`config.mk`:
```
export PLATFORM = sky130hd
export DESIGN_NAME = store_buffer
export DESIGN_NICKNAME = d
export VERILOG_FILES = /design/src/rtl/tartaruga_pkg.sv /design/src/rtl/store_buffer.sv
export SDC_FILE = /design/constraint.sdc
export NUM_CORES = 1
export LEC_CHECK = 0
export ABC_AREA = 1
export BUFFER_PORTS_ARGS = -buffer_cell sky130_fd_sc_hd__buf_2
export CAP_MARGIN = 20
export CORE_ASPECT_RATIO = 1.4
export CORE_MARGIN = 4
export CORE_UTILIZATION = 58
export CTS_BUF_LIST = sky130_fd_sc_hd__clkbuf_16
export DETAILED_ROUTE_END_ITERATION = 10
export GPL_ROUTABILITY_DRIVEN = 0
export PLACE_DENSITY = 0.81
export SETUP_SLACK_MARGIN = 0.3
export SYNTH_ARGS = -nofsm -noshare
export SYNTH_HDL_FRONTEND = slang
export SYNTH_SLANG_ARGS = --single-unit
```
`constraint.sdc`:
```
create_clock -name clk_i -period 3 [get_ports clk_i]
set_clock_uncertainty 0.15 [all_clocks]
set_input_delay 0.15 -clock clk_i [delete_from_list [all_inputs] [get_ports clk_i]]
set_output_delay 0.15 -clock clk_i [all_outputs]
set_load 0.01 [all_outputs]
```
`src/rtl/tartaruga_pkg.sv`:
```
// -----------------------------------------------------------------------------
// tartaruga_pkg
// Shared types and constants for the memory-stage store buffer.
//   bus32_t             : 32-bit address/data word
//   STORE_BUFFER_ENTRIES: store buffer depth (4)
//   store_buffer_idx_t  : entry index, $clog2(depth) bits
//   exe_to_mem_t        : execute-to-memory pipeline bundle
//   sb_state_t          : per-entry lifecycle state
//   sb_entry_t          : per-entry storage (state, address, data)
// -----------------------------------------------------------------------------
package tartaruga_pkg;

    typedef logic [31:0] bus32_t;

    localparam int STORE_BUFFER_ENTRIES = 4;
    localparam int STORE_BUFFER_IDX_W   = $clog2(STORE_BUFFER_ENTRIES);

    typedef logic [STORE_BUFFER_IDX_W-1:0] store_buffer_idx_t;

    // Occupancy needs one extra bit so that "full" (4) is representable.
    typedef logic [STORE_BUFFER_IDX_W:0] sb_count_t;

    localparam sb_count_t SB_COUNT_FULL  = 3'd4;
    localparam sb_count_t SB_COUNT_EMPTY = 3'd0;

    typedef struct packed {
        bus32_t     pc;
        logic [4:0] rd;
        logic       mem_we;
        logic [1:0] mem_size;
    } exe_to_mem_t;

    typedef enum logic [1:0] {
        SB_FREE      = 2'd0,
        SB_PENDING   = 2'd1,
        SB_COMMITTED = 2'd2,
        SB_DISCARDED = 2'd3
    } sb_state_t;

    typedef struct packed {
        sb_state_t state;
        bus32_t    addr;
        bus32_t    data;
    } sb_entry_t;

    localparam sb_entry_t SB_ENTRY_RESET = '{state: SB_FREE, addr: 32'h0000_0000, data: 32'h0000_0000};

    // Circular increment; the index width makes 3 -> 0 wrap implicit.
    function automatic store_buffer_idx_t sb_idx_inc(input store_buffer_idx_t idx);
        return idx + store_buffer_idx_t'(1'b1);
    endfunction

endpackage : tartaruga_pkg

```
`src/rtl/store_buffer.sv`:
```
// -----------------------------------------------------------------------------
// store_buffer
// In-order circular buffer holding speculative stores until the commit stage
// resolves each one. Committed entries drain to data memory strictly in
// allocation order; discarded entries are dropped without a write.
//
// Ports:
//   clk_i                      : clock, rising edge
//   rstn_i                     : asynchronous active-low reset
//   exe_to_mem_i               : execute-to-memory bundle (not used for outputs)
//   data_i / addr_i            : store data / address to allocate
//   req_valid_i / req_ready_o  : allocation handshake (ready = not full)
//   addr_o / data_wr_o         : memory write address / data (head entry)
//   rsp_valid_o / rsp_ready_i  : memory write handshake
//   store_buffer_commit_i      : commit strobe, target store_buffer_idx_commit_i
//   store_buffer_discard_i     : discard strobe, target store_buffer_idx_discard_i
// -----------------------------------------------------------------------------
module store_buffer
    import tartaruga_pkg::*;
(
    input  logic              clk_i,
    input  logic              rstn_i,
    input  exe_to_mem_t       exe_to_mem_i,
    input  bus32_t            data_i,
    input  bus32_t            addr_i,
    input  logic              req_valid_i,
    output logic              req_ready_o,
    output bus32_t            addr_o,
    output bus32_t            data_wr_o,
    output logic              rsp_valid_o,
    input  logic              rsp_ready_i,
    input  logic              store_buffer_commit_i,
    input  store_buffer_idx_t store_buffer_idx_commit_i,
    input  logic              store_buffer_discard_i,
    input  store_buffer_idx_t store_buffer_idx_discard_i
);

    sb_entry_t         entries_q [STORE_BUFFER_ENTRIES];
    sb_entry_t         entries_d [STORE_BUFFER_ENTRIES];
    store_buffer_idx_t head_q, head_d;
    store_buffer_idx_t tail_q, tail_d;
    sb_count_t         count_q, count_d;

    sb_entry_t head_entry_s;
    logic      not_full_s;
    logic      alloc_s;
    logic      drain_free_s;
    logic      commit_hit_s;
    logic      discard_hit_s;

    // The execute bundle carries nothing this revision acts on; fold it to one
    // bit so the port remains referenced without influencing any state.
    logic exe_unused_s;
    assign exe_unused_s = ^exe_to_mem_i;

    // Head decode: drain handshake, write port outputs and allocation gating.
    always_comb begin
        head_entry_s = entries_q[head_q];
        not_full_s   = (count_q != SB_COUNT_FULL);
        req_ready_o  = not_full_s;
        alloc_s      = req_valid_i && not_full_s;
        rsp_valid_o  = 1'b0;
        addr_o       = 32'h0000_0000;
        data_wr_o    = 32'h0000_0000;
        drain_free_s = 1'b0;
        case (head_entry_s.state)
            SB_COMMITTED: begin
                rsp_valid_o  = 1'b1;
                addr_o       = head_entry_s.addr;
                data_wr_o    = head_entry_s.data;
                drain_free_s = rsp_ready_i;
            end
            // A discarded head retires silently in a single cycle.
            SB_DISCARDED: begin
                drain_free_s = 1'b1;
            end
            // A pending head blocks every younger entry, committed or not.
            SB_PENDING: begin
                drain_free_s = 1'b0;
            end
            SB_FREE: begin
                drain_free_s = 1'b0;
            end
            default: begin
                drain_free_s = 1'b0;
            end
        endcase
    end

    // Commit/discard qualification: only a PENDING entry that is not the one
    // being allocated this cycle can be resolved.
    always_comb begin
        commit_hit_s  = store_buffer_commit_i
                     && (entries_q[store_buffer_idx_commit_i].state == SB_PENDING)
                     && !(alloc_s && (store_buffer_idx_commit_i == tail_q));
        discard_hit_s = store_buffer_discard_i
                     && (entries_q[store_buffer_idx_discard_i].state == SB_PENDING)
                     && !(alloc_s && (store_buffer_idx_discard_i == tail_q));
    end

    // Per-entry next state. Draining head, allocating tail and commit/discard
    // targets never collide: head/tail are non-PENDING here whenever they act,
    // and discard is checked before commit so it wins on the same entry.
    always_comb begin
        for (int i = 0; i < STORE_BUFFER_ENTRIES; i++) begin
            entries_d[i] = entries_q[i];
            if (drain_free_s && (store_buffer_idx_t'(i) == head_q)) begin
                entries_d[i].state = SB_FREE;
            end else if (alloc_s && (store_buffer_idx_t'(i) == tail_q)) begin
                entries_d[i] = '{state: SB_PENDING, addr: addr_i, data: data_i};
            end else if (discard_hit_s && (store_buffer_idx_t'(i) == store_buffer_idx_discard_i)) begin
                entries_d[i].state = SB_DISCARDED;
            end else if (commit_hit_s && (store_buffer_idx_t'(i) == store_buffer_idx_commit_i)) begin
                entries_d[i].state = SB_COMMITTED;
            end else begin
                entries_d[i] = entries_q[i];
            end
        end
    end

    // Pointer and occupancy next state; allocate and free may coincide.
    always_comb begin
        if (drain_free_s) begin
            head_d = sb_idx_inc(head_q);
        end else begin
            head_d = head_q;
        end
        if (alloc_s) begin
            tail_d = sb_idx_inc(tail_q);
        end else begin
            tail_d = tail_q;
        end
        count_d = count_q + {2'b00, alloc_s} - {2'b00, drain_free_s};
    end

    // State registers; reset drops every entry, committed ones included.
    always_ff @(posedge clk_i or negedge rstn_i) begin
        if (!rstn_i) begin
            for (int i = 0; i < STORE_BUFFER_ENTRIES; i++) begin
                entries_q[i] <= SB_ENTRY_RESET;
            end
            head_q  <= 2'd0;
            tail_q  <= 2'd0;
            count_q <= SB_COUNT_EMPTY;
        end else begin
            for (int i = 0; i < STORE_BUFFER_ENTRIES; i++) begin
                entries_q[i] <= entries_d[i];
            end
            head_q  <= head_d;
            tail_q  <= tail_d;
            count_q <= count_d;
        end
    end

endmodule : store_buffer

```
==> qor.yml <==
post_dp_cell_area_sq_um: 13500
grt_antenna_before_repair: 0
grt_busiest_layer: "met2"
cts_tree: "yes"
fin_crit_ps: 2550
die_h_um: 184
tightestPinTransition_ps: 629
fmax_ghz: 0.392
ys_top_cells_by_count: "nand2_1 (319), dfrtp_1 (271), nor2_1 (269)"
synth_fp_nets: 1698
cts_max_level: 1
critPathMaxStageDelay_ps: 570
place_ws_ps: 395
power_mw: 16.4
postLayoutCellArea_sq_um: 15100
cts_setup_buffers: 0
fin_cells: 2044
slew_headroom: 0.581
grt_usage: 0.255
grt_pass1_wl_um: 52200
wire_per_inst_um: 15.5
synth_top_family_by_area: "simple AND/OR/NAND/NOR gates"
maxCapViolCount: 0
synth_area_leaders: "dfrtp_1 (53%), o21ai_1 (10%), nand2_1 (9.3%)"
path_cells: "inv_4, clkbuf_8, o21ai_0, a21oi_1, buf_2"
path_max_fanout: 72
setup_ws_ps: 452
drt_pass1_iterations: 5
dr_total_vias: 11194
min_path_type: "input pin to register"
coreArea_sq_um: 21800
drt-initial-drc-count: 912
synth_edf_count: 0
grt.overflow.total: 0
worstPathRequired_ps: 2700
grt_max_degree: 129
rows: 64
place_inst: 1925
vias_per_cell: 5.48
crit_path_start_kind: "register"
final_nets: 1852
ys_warn_count: 0
port_buffers: 139
crit_arrival_ps: 2250
status: "finished, final reports clean"
slew_violations: 0
syn_area_sq_um: 12800
ys_ff_latch: 271
synthXorXnorAreaFrac: 0.00273
remaining_drc_errors: 0
fin_crit_sh: 0.849
rsz0062_at_grt: "no"
fp.dieW_um: 134
drive_gt1_frac: 0.127
powerDensity_nw_per_um2: 1090
yosysMostFrequentCell: "nand2_1"
ys_types: 23
clock_path_buffers: 3
grt_pass1_vias: 10814
synth_seq_area_share: 0.529
setup_viol: 0
synth-compound-area-share: 0.177
dp_hpwl_um: 17900
synth_ff_type: "dfrtp_1"
clkLatencyLatePin_ps: 530
path_class: "register to primary output"
crit_slowest_cell: "dfrtp_4"
cts_inserted_buffers: 26
grt_use_met1: 0.337
nFillCells: 1742
end_kind: "primary output"
ant_nets: 0
routed_wirelength_um: 31700
num_io_pins: 180
insertedDiodeCount: 0
syn2layout_area_growth_pct: 17.8
ir_drop_mv: 0.753
hold_violations: 0
synthAdderAreaFrac: 0.0113
ctsRootBufferMaster: "clkbuf_16"
async_reset_ff_frac: 1.00
setup-tns-final_ps: 0
leakagePower_nw: 7.50
syn_area_per_cell_sq_um: 8.15
grt_use_met3: 0.0285
synth.mux.area_fraction: 0
synth_top_area_cell: "dfrtp_1"
clock-sinks: 271
start_util: 0.589
yosysTopAreaCellShare: 0.529
path_clk_slew_ps: 60
die_area_sq_um: 24600
yosys.area_share.simple: 0.193
syn_inst: 1573
use_met2: 0.438
final cells by class:
class                           instances  area (sq um)  share of cell area
Tap cell                              297           372              0.0246
Clock buffer                           27           676              0.0447
Inverter                               94           355              0.0235
Multi-Input combinational cell       1098          4960               0.328
Sequential cell                       271          6790               0.449
Timing Repair Buffer                  236          1800               0.119
Clock inverter                         21           154              0.0102
where the power goes:
group,switching [mW],internal [mW]
sequential,0.922,5.35
clock,1.40,1.80
combinational,4.42,2.53
total,6.74,9.68
metrics by stage:
stage / utilization / hold WS [ps]
after global placement: 0.621 / 5.76
after CTS: 0.691 / 8.28
after detailed placement: 0.621 / 4.01
after global routing: 0.693 / 66.4
final: 0.693 / 17.7
after floorplan: - / -296
cells by family (layout without fill, tap and decap cells):
| kind of cell | count (synthesis) | count (layout) |
|---|---|---|
| simple gates | 630 | 630 |
| xor+xnor | 4 | 4 |
| buf+inv | 204 | 378 |
| flops | 271 | 271 |
| compound gates | 453 | 453 |
| fa+ha+maj | 11 | 11 |
critical path, delay by kind of cell (launching register included):
| kind | cells | cell delay (ps) |
|---|---|---|
| buffers and inverters | 3 | 710 |
| AOI/OAI and AO/OA | 2 | 430 |
| DFF | 1 | 570 |
state kept, by name (all words and copies together), names as in the netlist:
register / cells
tail_q: 2
count_q: 3
entries_q: 264
head_q: 2
routing by layer:
metal,wire [um],part of all wire
met3,1790,0.057
met1,13100,0.41
met4,1030,0.033
met5,0,0
met2,15800,0.50
layout by cell type, fill, tap and decap left out, types with 8 or more instances in the layout:
cell	n
dfrtp_1	269
nor2_1	269
clkbuf_16	28
dlygate4sd3_1	70
buf_12	11
o21ai_0	132
ha_1	10
nand3_1	21
buf_4	11
inv_1	95
nand2_1	318
o21ai_1	257
a21oi_1	64
buf_2	138
nand4_1	8
final timing paths:
kind                                  startpoint        endpoint  slack (ps)  cells after the start
max                                    head_q[0]      addr_o[29]         450                      5
min                        store_buffer_commit_i  entries_q[130]          20                      6
max in group asynchronous                 rstn_i  entries_q[239]        1740                      3
max reg2reg                            head_q[0]      count_q[2]         480                     11
min in group asynchronous                 rstn_i  entries_q[154]          30                      2
min reg2reg                        entries_q[57]   entries_q[57]         330                      2
what timing repair did:
action | in CTS | in global routing
hold endpoints to repair | 457 | 0
resized for setup | 1 | 4
hold buffers | 70 | 0
pin swaps | 0 | 0
setup endpoints to repair | 1 | 45
gates cloned | 0 | 1
No activity file was read; power rests on OpenSTA's default activity.
